$ cat config.mk
export PLATFORM = sky130hd
export DESIGN_NAME = bp_update_queue
export DESIGN_NICKNAME = d
export VERILOG_FILES = /design/src/rtl/bp_update_queue.sv
export SDC_FILE = /design/constraint.sdc
export NUM_CORES = 1
export LEC_CHECK = 0
export BUFFER_PORTS_ARGS = -buffer_cell sky130_fd_sc_hd__buf_2
export CORE_ASPECT_RATIO = 0.7
export CORE_MARGIN = 4
export CORE_UTILIZATION = 30
export DETAILED_ROUTE_END_ITERATION = 10
export GPL_TIMING_DRIVEN = 0
export SYNTH_ARGS = -nofsm -noshare
export SYNTH_HDL_FRONTEND = slang
export SYNTH_SLANG_ARGS = --single-unit
$ cat constraint.sdc
create_clock -name clk -period 7.2 [get_ports clk]
set_input_delay 0 -clock clk [delete_from_list [all_inputs] [get_ports clk]]
set_output_delay 0 -clock clk [all_outputs]
set_load 0.01 [all_outputs]
$ cat src/rtl/bp_update_queue.sv
// In-order branch-resolution queue feeding the bimodal predictor update port.
// Fetch pushes predicted branches, execute resolves them oldest-first. Each
// resolve produces one registered update pulse and, on a wrong prediction,
// a coincident mispredict/redirect that also discards all younger entries.
//
// Handshake: a push is accepted in any cycle where enq_valid && enq_ready are
// both high at the rising edge (unless a flush or a mispredicting resolve
// drops it). enq_ready depends only on registered occupancy, never on
// enq_valid. resolve_valid has no ready; it is accepted whenever the queue is
// non-empty and no flush is present.
module bp_update_queue #(
    parameter int DEPTH = 8,
    parameter int CNT_W = 32
) (
    input  logic                     clk,
    input  logic                     rst,
    input  logic                     enq_valid,
    output logic                     enq_ready,
    input  logic [31:0]              enq_pc,
    input  logic                     enq_prediction,
    input  logic [31:0]              enq_target,
    input  logic                     resolve_valid,
    input  logic                     resolve_taken,
    input  logic [31:0]              resolve_target,
    input  logic                     flush,
    output logic                     update_valid,
    output logic [31:0]              update_pc,
    output logic                     update_prediction,
    output logic                     update_actual,
    output logic [31:0]              update_target,
    output logic                     mispredict,
    output logic [31:0]              redirect_pc,
    output logic [$clog2(DEPTH):0]   count,
    output logic                     resolve_err,
    output logic [CNT_W-1:0]         stat_updates,
    output logic [CNT_W-1:0]         stat_mispredicts
);

    localparam int PTR_W = $clog2(DEPTH);
    localparam int CW    = PTR_W + 1;

    logic [31:0]      pc_mem   [DEPTH];
    logic             pred_mem [DEPTH];
    logic [31:0]      tgt_mem  [DEPTH];

    logic [PTR_W-1:0] head;
    logic [PTR_W-1:0] tail;

    logic             not_empty;
    logic             do_resolve;
    logic             do_enq;
    logic             head_pred;
    logic [31:0]      head_pc;
    logic [31:0]      head_tgt;
    logic             wrong;

    assign enq_ready = (count != CW'(DEPTH));
    assign not_empty = (count != '0);

    assign head_pc   = pc_mem[head];
    assign head_pred = pred_mem[head];
    assign head_tgt  = tgt_mem[head];

    // A resolve is wrong on direction, or on target when both say taken.
    assign wrong = (head_pred != resolve_taken) ||
                   (head_pred && resolve_taken && (head_tgt != resolve_target));

    // Flush beats resolve beats enqueue; a mispredicting resolve drops the push.
    assign do_resolve = !flush && resolve_valid && not_empty;
    assign do_enq     = !flush && enq_valid && enq_ready && !(do_resolve && wrong);

    // Entry storage is deliberately not reset; only pointers define validity.
    always_ff @(posedge clk) begin
        if (do_enq) begin
            pc_mem[tail]   <= enq_pc;
            pred_mem[tail] <= enq_prediction;
            tgt_mem[tail]  <= enq_target;
        end
    end

    // Pointer and occupancy bookkeeping.
    always_ff @(posedge clk or posedge rst) begin
        if (rst) begin
            head  <= '0;
            tail  <= '0;
            count <= '0;
        end else if (flush || (do_resolve && wrong)) begin
            // Tail stays put: the dropped push never advanced it.
            head  <= tail;
            count <= '0;
        end else begin
            if (do_resolve) head <= head + PTR_W'(1);
            if (do_enq)     tail <= tail + PTR_W'(1);
            case ({do_enq, do_resolve})
                2'b10:   count <= count + CW'(1);
                2'b01:   count <= count - CW'(1);
                default: count <= count;
            endcase
        end
    end

    // Registered update/redirect outputs, one cycle after the resolve.
    always_ff @(posedge clk or posedge rst) begin
        if (rst) begin
            update_valid      <= 1'b0;
            update_pc         <= '0;
            update_prediction <= 1'b0;
            update_actual     <= 1'b0;
            update_target     <= '0;
            mispredict        <= 1'b0;
            redirect_pc       <= '0;
        end else begin
            update_valid <= do_resolve;
            mispredict   <= do_resolve && wrong;
            if (do_resolve) begin
                update_pc         <= head_pc;
                update_prediction <= head_pred;
                update_actual     <= resolve_taken;
                update_target     <= resolve_taken ? resolve_target : 32'd0;
                redirect_pc       <= resolve_taken ? resolve_target : head_pc + 32'd4;
            end
        end
    end

    // Sticky error for resolves that arrive with nothing outstanding.
    always_ff @(posedge clk or posedge rst) begin
        if (rst) begin
            resolve_err <= 1'b0;
        end else if (!flush && resolve_valid && !not_empty) begin
            resolve_err <= 1'b1;
        end
    end

    // Free-running statistics, wrapping naturally.
    always_ff @(posedge clk or posedge rst) begin
        if (rst) begin
            stat_updates     <= '0;
            stat_mispredicts <= '0;
        end else begin
            if (do_resolve)          stat_updates     <= stat_updates + CNT_W'(1);
            if (do_resolve && wrong) stat_mispredicts <= stat_mispredicts + CNT_W'(1);
        end
    end

endmodule

==> impl_metrics.json <==
{
  "avgRoutedWirePerCell_um": 26.0,
  "worstSetupPathType": "flip-flop to flip-flop",
  "worst_ep_required_time_ns": 7.71,
  "dr.pass1.iters": 5,
  "whs_ns": 0.0117,
  "synth-edff-count": 520,
  "drt-initial-drc-count": 2211,
  "grt_pass1_wl_mm": 129,
  "initial_core_util": 0.304,
  "yosys.area.top_type": "edfxtp_1",
  "rows": 93,
  "synth-seq-cells": 695,
  "synth_area_leaders": "edfxtp_1, dfrtp_1, mux4_2",
  "cts.sink_count": 695,
  "status": "finished, final reports clean",
  "startpoint_type": "flip-flop",
  "syn_avg_cell_area_um2": 16.6,
  "cp_max_fo": 10,
  "grt_start_max_net_pins": 92,
  "final_util": 0.381,
  "rsz0062_at_grt": "no",
  "postRouteAntennaNets": 0,
  "finalSetupViolations": 0,
  "dp_hpwl_mm": 66.8,
  "coreArea_mm2": 0.0924,
  "via_per_inst": 5.06,
  "ir_drop_uv": 197,
  "seqPwrFrac": 0.387,
  "yosysTopAreaCellShare": 0.556,
  "cts_made_buffers": 70,
  "r2r_start": "head[1]",
  "place_congestion": 0.832,
  "clock_latency_ns": 0.63,
  "fin_crit_ns": 6.32,
  "seq_area_frac_synth": 0.712,
  "crit_arrival_ns": 6.83,
  "max_freq_mhz": 158,
  "die-area_mm2": 0.0987,
  "pwr-share-clk": 0.271,
  "hold_viol": 0,
  "relSlewSlack": 0.214,
  "syn2layout_area_growth_pct": 25.1,
  "synthCells": 1693,
  "antenna_found_initial": 22,
  "pin_count": 273,
  "die_height_um": 264,
  "netSwitchingFraction": 0.350,
  "synth_fp_nets": 1805,
  "post_cts_buffers": 0,
  "pre_cts_ws_ns": 0.985,
  "slew_violations": 0,
  "design_area_mm2": 0.0352,
  "cts_tree": "yes",
  "critPathCaptureType": "flip-flop",
  "p_int_uw": 8690,
  "clk_pin_slew_ns": 0.07,
  "power_density_mw_per_mm2": 381,
  "post-route-drc-count": 0,
  "gr-usage-all-layers": 0.180,
  "crit_path_start": "head[1]",
  "htreeDepth": 3,
  "p_leak_uw": 0.0131,
  "ys.flop_type": "edfxtp_1",
  "yosysWarnings": 0,
  "port_buffers": 271,
  "drt_wl_total_mm": 90.2,
  "fin_ws_ns": 0.880,
  "synthArstFlopShare": 0.252,
  "clock-root-buffer": "clkbuf_16",
  "switchingPower_uw": 4690,
  "period_share": 0.878,
  "worst-slew-pin-transition_ns": 1.18,
  "clk_path_buf_depth": 3,
  "syn_area_mm2": 0.0281,
  "overflow": 0,
  "vias": 17600,
  "synth_cell_types": 64,
  "grt_pass1_vias": 17600,
  "drive_above_1_share": 0.268,
  "combPwrFrac": 0.342,
  "cts.repair.resized": 0,
  "fin_skew_ns": 0.0305,
  "place_area_mm2": 0.0319,
  "n_fill_cell": 8572,
  "nets": 2280,
  "hold_class": "input port to async pin",
  "maxCapViolations": 0,
  "die_w_um": 374
}
[metal layers]
metal  track usage  vias up  wire length [um]
li1              -     7496                 -
met1         0.256     9046             38500
met2         0.259      851             38500
met3        0.0697      143             10900
met4        0.0448       22              2120
met5             0        -               140
[power by group through the flow]
stage	Clock (uW)	Combinational (uW)	Sequential, uW
after floorplan	0	2500	5320
after CTS	3700	4560	5170
after detailed placement	0	4500	5250
final	3630	4570	5180
after global placement	0	4310	5280
after global routing	3890	4860	5230
[kinds of logic (layout without fill, tap and decap cells)]
logic type                 count (synthesis)  count (layout)  share of synthesized area
AOI/OAI and AO/OA                        186             186                     0.0409
other                                      0               9                          0
DFF                                      695             695                      0.712
buffers and inverters                     94             624                     0.0183
adders and majority gates                  9               9                    0.00427
muxes                                    222             222                      0.125
xor gates and xnor gates                 109             109                     0.0340
and+or+nand+nor                          378             378                     0.0664
[synthesized netlist by cell type, drive strengths merged (2+ instances only)]
cell,n
o21ai,91
or3,17
a22o,23
or4b,2
inv,9
xor2,37
ha,8
o22ai,16
clkbuf,39
and3,21
nand3b,4
and4,2
buf,45
nor4,7
xnor2,72
nor3b,2
mux4,98
a21o,3
nor2,49
nor3,15
or4,4
a22oi,3
or2,3
dfrtp,175
edfxtp,520
a21oi,19
nor2b,7
and2,6
o21a,11
nand2b,6
o211ai,10
nand3,40
mux2i,85
nand4,38
nand2,151
mux2,39
[cell type report]
cell class,count,area (um2),area share
Antenna cell,9,22.5,0.000640
Clock inverter,26,272,0.00772
Buffer,84,478,0.0136
Sequential cell,695,20000,0.569
Timing Repair Buffer,403,3150,0.0897
Tap cell,1235,1550,0.0439
Inverter,10,45.0,0.00128
Multi-Input combinational cell,904,7650,0.217
Clock buffer,101,2010,0.0571
[state kept, by name (all words and copies together), names as in the netlist]
signal	count
tail	3
update_pc	32
update_actual	1
redirect_pc	32
pred_mem	8
count	4
tgt_mem	256
stat_mispredicts	32
update_prediction	1
pc_mem	256
mispredict	1
head	3
resolve_err	1
update_target	32
update_valid	1
stat_updates	32
[what timing repair did]
| item | 4_1_cts | 5_1_grt |
|---|---|---|
| setup endpoints to repair | 0 | 0 |
| hold buffers | 100 | 0 |
| hold endpoints to repair | 671 | 0 |
[final timing paths]
path	end	slack, ns	cells after the start
hold reg to reg	resolve_err	0.46	1
setup reg to reg	count[3]	0.88	23
max in group asynchronous	update_target[25]	6.27	4
setup / recovery	count[3]	0.88	23
min in group clk	tail[0]	0.04	3
hold / removal	stat_mispredicts[3]	0.01	3
[placed cells by master (no fill, tap or decap), types with 43 or more instances in the layout]
master         instances
nand2_1              151
dlygate4sd3_1        100
clkbuf_1              57
buf_2                290
mux2i_1               85
clkbuf_16             71
xnor2_1               72
edfxtp_1             520
nor2_1                43
dfrtp_1              175
o21ai_0               86
mux4_2                98
[through the flow]
stage / instances / total power [uW] / setup TNS [ns]
floorplan: 1693 / 7820 / 0
global placement: 3199 / 9580 / -1801.85
detailed placement: 3231 / 9740 / 0
CTS: 3458 / 13400 / 0
global route: 3463 / 14000 / 0
finish: 3467 / 13400 / 0
[critical path, cell delays in order (launching register included)]
cell	delay, ns
dfrtp_1	0.38
buf_2	0.23
buf_4	0.22
buf_4	0.27
buf_4	0.29
buf_2	0.36
clkbuf_1	0.62
mux4_2	0.42
mux2_2	0.31
ha_1	0.27
clkbuf_1	0.25
a22o_1	0.29
buf_2	0.29
nor2_1	0.13
a21oi_1	0.33
ha_1	0.31
a21o_1	0.18
a21oi_1	0.29
xnor2_1	0.16
nor2_1	0.07
nand2_1	0.08
nand2_1	0.05
a211o_1	0.27
o21a_1	0.11
(Power assumes the default switching activity.)
